--- src/rtl/cla_seq_adder.sv ---
// cla_seq_adder: multi-cycle WIDTH-bit add/sub reusing one 4-bit carry-lookahead slice, LSB nibble first.
module cla_seq_adder #(
  parameter int WIDTH = 16,
  localparam int NSLICE = WIDTH / 4
) (
  input  logic             clk,
  input  logic             rst_n,
  input  logic             in_valid,
  output logic             in_ready,
  input  logic [WIDTH-1:0] in_a,
  input  logic [WIDTH-1:0] in_b,
  input  logic             in_cin,
  input  logic             in_sub,
  output logic             out_valid,
  input  logic             out_ready,
  output logic [WIDTH-1:0] out_sum,
  output logic             out_cout,
  output logic             out_ovf,
  output logic             busy
);
  localparam int IW = NSLICE > 1 ? $clog2(NSLICE) : 1;
  typedef enum logic [1:0] {IDLE, RUN, DONE} state_t;
  state_t state;
  logic [WIDTH-1:0] a_reg, b_reg;
  logic [IW-1:0] idx;
  logic carry;
  logic [3:0] na, nb, g, p, s;
  logic [4:0] c;
  logic last;
  assign in_ready  = state == IDLE;
  assign out_valid = state == DONE;
  assign busy      = state != IDLE;
  assign last      = idx == IW'(NSLICE - 1);
  always_comb begin
    na = a_reg[4*idx +: 4];
    nb = b_reg[4*idx +: 4];
    g = na & nb;
    p = na ^ nb;
    c[0] = carry;
    c[1] = g[0] | (p[0] & c[0]);
    c[2] = g[1] | (p[1] & g[0]) | (p[1] & p[0] & c[0]);
    c[3] = g[2] | (p[2] & g[1]) | (p[2] & p[1] & g[0]) | (p[2] & p[1] & p[0] & c[0]);
    c[4] = g[3] | (p[3] & g[2]) | (p[3] & p[2] & g[1]) | (p[3] & p[2] & p[1] & g[0])
         | (p[3] & p[2] & p[1] & p[0] & c[0]);
    s = p ^ c[3:0];
  end
  always_ff @(posedge clk or negedge rst_n) begin
    if (!rst_n) begin
      state    <= IDLE;
      a_reg    <= '0;
      b_reg    <= '0;
      idx      <= '0;
      carry    <= 1'b0;
      out_sum  <= '0;
      out_cout <= 1'b0;
      out_ovf  <= 1'b0;
    end else begin
      case (state)
        IDLE: if (in_valid) begin
          a_reg   <= in_a;
          b_reg   <= in_sub ? ~in_b : in_b;
          carry   <= in_sub ? 1'b1 : in_cin;
          out_sum <= '0;
          idx     <= '0;
          state   <= RUN;
        end
        RUN: begin
          out_sum[4*idx +: 4] <= s;
          carry <= c[4];
          idx   <= last ? '0 : idx + 1'b1;
          if (last) begin
            out_cout <= c[4];
            out_ovf  <= (a_reg[WIDTH-1] == b_reg[WIDTH-1]) & (s[3] != a_reg[WIDTH-1]);
            state    <= DONE;
          end
        end
        DONE: if (out_ready) state <= IDLE;
        default: state <= IDLE;
      endcase
    end
  end
endmodule

--- config.mk ---
export PLATFORM = sky130hd
export DESIGN_NAME = cla_seq_adder
export DESIGN_NICKNAME = d
export VERILOG_FILES = /design/src/rtl/cla_seq_adder.sv
export SDC_FILE = /design/constraint.sdc
export NUM_CORES = 1
export LEC_CHECK = 0
export ABC_AREA = 0
export ABC_CLOCK_PERIOD_IN_PS = 2700
export BUFFER_PORTS_ARGS = -buffer_cell sky130_fd_sc_hd__buf_2
export CAP_MARGIN = 20
export CELL_PAD_IN_SITES_DETAIL_PLACEMENT = 0
export CELL_PAD_IN_SITES_GLOBAL_PLACEMENT = 1
export CORE_ASPECT_RATIO = 1.75
export CORE_UTILIZATION = 45
export CTS_BUF_LIST = sky130_fd_sc_hd__clkbuf_8
export DETAILED_ROUTE_END_ITERATION = 6
export PLACE_DENSITY_LB_ADDON = 0.1
export SETUP_SLACK_MARGIN = 0.05
export SYNTH_ARGS = -nofsm -noshare
export SYNTH_HDL_FRONTEND = slang
export SYNTH_SLANG_ARGS = --single-unit
--- constraint.sdc ---
create_clock -name clk -period 2.7 [get_ports clk]
set_input_delay 0.27 -clock clk [delete_from_list [all_inputs] [get_ports clk]]
set_output_delay 0.27 -clock clk [all_outputs]
set_load 0.03 [all_outputs]
* After elaboration in Yosys (flattened, before gate mapping) *
Cells that the tools add are included.

word-level totals
  input bits = 38
  word-level logic and storage cells = 74
  output and inout port bits = 21
  flip-flop bits (word level) = 55

cells by class
  mux-type cells = 14
  reduce and logical (&&, ||, !) cells = 7
  add/subtract/negate cells = 2
  shifts and indexed selects = 4
  eq/ne operators = 8
  bitwise gates (word level) = 31

operators with widths
  cell                                                   count
  negation 4 -> 34 bit                                   1
  variable shift 4 x 34 -> 16 bit, first input constant  1
  indexed part select 4 x 34 -> 16 bit                   1
  two-way mux 16 bit                                     2
  one-hot mux 16 bit (2 select lines)                    1
  indexed part select 16 x 5 -> 4 bit                    2
  AND 1 bit                                              17
  bitwise mux 16 bit                                     1
  inverter 16 bit                                        1
  two-way mux 2 bit                                      5
  OR 1 bit                                               10
  XOR 4 bit                                              2
  one-hot mux 2 bit (3 select lines)                     1
  AND reduction 2 bit                                    3
  AND 4 bit                                              1
  == test 2 bit, second input constant                   2
  != test 2 bit, second input constant                   2
  one-hot mux 2 bit (2 select lines)                     1
  nonzero test 2 bit                                     2
  AND reduction 3 bit                                    1
  adder 2 x 1 -> 2 bit, second input constant            1
  == test 2 x 1 -> 1 bit, second input constant          1
  zero test 2 bit                                        1
  two-way mux 1 bit                                      2
  4 further kinds                                        4

* Logic depth before layout (Yosys ltp) *
  depth after elaboration = 10
  gate-level depth with buffers = 7
  mapped depth without buffers = 6

* Worst setup path before layout *
No wires, ideal clock.

  path type = flip-flop to flip-flop
  start point = register idx[0]
  end point = register out_ovf
  clock period less this slack = 2470 ps
  path buffers = 1
  library setup time = 124 ps
  cell stages (with the launch flop) = 8
  path slack = 230 ps
  arrival = 2346 ps
  data required time = 2576 ps
  cell sequence = dfrtp_1 buf_4 mux4_2 ha_1 a211oi_1 o21ai_0 and3_1 a211o_1

between the ends
  cells in the longest elaborated chain, start to end = 9
  elaborated cells on any way between the ends = 17
  classes of those cells = eq/ne: 2; shift: 2; bitwise: 12; reduce/logical: 1

ends and longest elaborated chain
  item                                                           line    source
  from (decl)                                                    25      logic [IW-1:0] idx;
  from (signal assigned)                                         70      idx <= last ? '0 : idx + 1'b1;
  indexed part select 16 x 5 -> 4 bit, on equally long branches  35, 36
  XOR 4 bit or AND 4 bit (tied branches)                         38, 37
  AND 1 bit                                                      42      c[3] = g[2] | (p[2] & g[1]) | (p[2] & p[1] & g[0]) | (p[2] & p[1] & p[0] & c[0]);
  OR 1 bit or AND 1 bit (tied branches) (2 in series)            42
  OR 1 bit                                                       42
  XOR 4 bit                                                      45      s = p ^ c[3:0];
  != test 1 bit                                                  73      out_ovf <= (a_reg[WIDTH-1] == b_reg[WIDTH-1]) & (s[3] != a_reg[WIDTH-1]);
  AND 1 bit                                                      73
  to (signal assigned)                                           73
  to (decl)                                                      18      output logic out_ovf,

Parallel ways exist; a longest one is shown, timed or not.
A chain may end at the register's enable or synchronous reset.

* Worst setup path in the final report *
Same ends and word-level chain as after synthesis.

==> metrics.md <==
| Metric | Value |
|---|---|
| Die span in y | 106 um |
| Row count | 37 |
| Yosys reg bits | 55 |
| Fillers | 603 |
| Clock Sinks | 55 |
| Post-CTS setup buffers | 0 |
| Worst-case reg-to-reg path depth | 6 |
| Most frequent cell after synthesis | dfrtp_1 |
| IO Port Bufs | 58 |
| Final Power | between 4000 and 5000 uW |
| Fin. Hold Viols | 0 |
| Worst R2R Start | idx[0] |
| FF/Latch Area | approximately 0.0014 sq mm |
| Fmax | 413 MHz |
| Design internal power | 2530 uW |
| Net Count, Synth | 271 |
| Switching part of the total | 43.3% |
| Initial antenna violation count | 0 |
| Routed WL | 5650 um |
| Post-route setup TNS | 0 ns |
| Pre-Repair DR Iteration Count | 6 |
| Die W | a little over 60 um |
| Mapped cell area | 0.00277 sq mm |
| Diodes inserted | 0 |
| Critical Path RT | 2.91 ns |
| Placed insts | 353 |
| Leak pwr | between 0.001 and 0.0015 uW |
| Drt wl/cell | around 16 um |
| Syn. warnings | 0 |
| Asr flop ratio synth | 100% |
| I/O pin cnt | 59 |
| Most used flip-flop cell after synthesis | dfrtp_1 |
| Status | completed |
| DRC Markers | 0 |
| Mapped Cells | 223 |
| Vias in the first global route | about 2.0k |
| Synth area leaders | dfrtp_1 50%, mux4_2 6.5%, mux2_2 6.1% |
| Share of layout cells above drive strength 1 | between 30% and 40% |
| Crit path kind | flip-flop to flip-flop |
| Hold Path Sink | state[1] |
| Initial DRC count | about 70 |
| Reg-to-reg endpoint | out_ovf |
| Minimum clock period | 2.42 ns |
| Placer Congestion | 0.833 |
| Cell variety after synth | 40 |
| Post-route insts no fill | around 360 |
| Psw | between 1500 and 2000 uW |
| Max-slew violations | 0 |
| CTS Buffer Depth | 2 |
| Worst hold margin | 0.141 ns |
| Starting Density | 46.7% |
| Core ar. | 0.00593 sq mm |
| Hold depth | 2 |
| Register area share after synthesis | about half |
| Detail Placement HPWL | between 4000 and 5000 um |
| Vias per std cell | roughly 5.3 |
| Congestion Overflow GR | 0 |
| CTS Root Buffer Type | clkbuf_8 |
| Worst Tran Pin Value | 0.523 ns |
| Post-synth EDFFs | 0 |
| Worst-path clk slew | 0.11 ns |
| Largest net degree at the start of global routing | 56 |
| Final setup violation count | 0 |
| Clock power frac | about an eighth |
| Crit path capture type | flip-flop |
| Area Overhead vs Synth | 17.5% |
| Crit path DAT | approximately 2.6 ns |
| Multi-input logic area | between 0.001 and 0.0015 sq mm |
| Combinational power share | 53.9% |
| GRT Util Overall | between 20 and 25% |
| Final Net Count | ~330 |
| Sequential power share | 33.4% |
| Power Dens Cells | 1370 mW/mm^2 |
| Worst Min Path Start | out_ready |
| Period utilization | around 90% |
| Max-slew headroom | between 60 and 70% |
| Yosys top cell by area | dfrtp_1 |
| Max-cap viol count | 0 |
| Avg Inst Size Synth | 12.4 sq um |
| Final ANT Viol Nets | 0 |
| Startpoint types | flip-flop |
| H-tree Lvls | 2 |
| Core Util, Final | 54.9% |
| Most instantiated cells after synthesis | 55 x dfrtp_1, 21 x a21oi_1, 20 x nor2_1, 17 x a22o_1, 17 x xnor2_1 |
| CP max FO | 9 |
| Clk_skew | 0.0100 ns |
| First-pass GRT wire length | 9510 um |
| CTS Buf Count | 5 |
| HP Class | input port to flip-flop |
| Clk Latency, worst-skew pair | 0.31 ns |
| Peak supply drop | 0.584 mV |
| Setup slack, reg-to-reg | 0.28 ns |
| Via count | 1907 |
| Post-synth top area share | 49.7% |
| RSZ-0062 raised after global routing | false |
| Die area | between 0.006 and 0.007 sq mm |
| CTS tree | built |
## area by class of cell
cell class / count / share of cell area [%]
Tap cell: 78 / 3.00
Sequential cell: 55 / 42.4
Inverter: 4 / 0.462
Multi-Input combinational cell: 153 / 39.8
Clock buffer: 5 / 2.12
Timing Repair Buffer: 64 / 10.8
Clock inverter: 3 / 1.46
## metrics by stage
step | instance area (sq um) | setup WS (ns)
global route | 3250 | 0.0819
global placement | 3120 | 0.157
detailed placement | 3120 | 0.125
floorplan | 2770 | 0.230
CTS | 3250 | 0.105
finish | 3250 | 0.276
## cell usage in the layout, fill, tap and decap left out, types with 2 or more instances in the layout
cell      Yosys  layout
buf_4         4       4
dfrtp_1      55      54
clkbuf_8      0       5
nor2_1       20      20
and2_1        2       2
nand2_1      10      10
inv_1         4       4
a22o_1       17      17
buf_2         3      58
nand2b_1      3       3
o21ai_0       3       3
xnor2_1      17      17
mux4_2        8       8
ha_1          9       9
mux2_2       15      15
a21oi_1      21      21
a21o_1        6       6
## worst max path at each step
stage	cells past startpoint	to	slack (ns)	startpoint
floorplan	7	out_ovf	0.23	idx[0]
global placement	6	out_ovf	0.16	idx[0]
detailed placement	6	out_ovf	0.12	idx[0]
CTS	6	out_ovf	0.11	idx[0]
global route	6	out_ovf	0.08	idx[0]
finish	6	out_ovf	0.28	idx[0]
## worst max-delay path: stages (launching register included)
cell	delay (ns)
dfrtp_2	0.53
mux4_2	0.60
ha_1	0.36
a211oi_1	0.19
o21ai_0	0.13
and3_1	0.25
a211o_1	0.26
## per-layer routing
metal / wire length, um / part of all wire (%) / vias up / global-route usage [%]
met1: 2180 / 39 / 936 / 23.3
met2: 3210 / 57 / 41 / 35.6
li1: - / - / 923 / -
met3: 147 / 2.6 / 7 / 3.19
met5: 0 / 0 / - / 0
met4: 113 / 2.0 / 0 / 7.31
## power groups by stage
stage          combinational (uW)  clock (uW)  sequential, uW
2_1_floorplan                1800           0            1520
3_3_place_gp                 2370           0            1510
4_1_cts                      2420         580            1500
6_report                     2400         566            1490
3_5_place_dp                 2410           0            1520
5_1_grt                      2700         607            1550
## timing repair
action / in CTS / in global routing
setup endpoints to repair: 0 / 8
hold endpoints to repair: 55 / 0
gates resized for setup: 0 / 1
hold buffers: 1 / 0
## logic make-up after synthesis
group / share of synthesized area [%]
flops: 49.7
compound gates: 13.2
simple gates: 9.99
mux: 13.0
xor+xnor: 5.70
buf+inv: 3.53
fa+ha+maj: 4.79
Note: power is estimated with default switching activity, not from simulation.
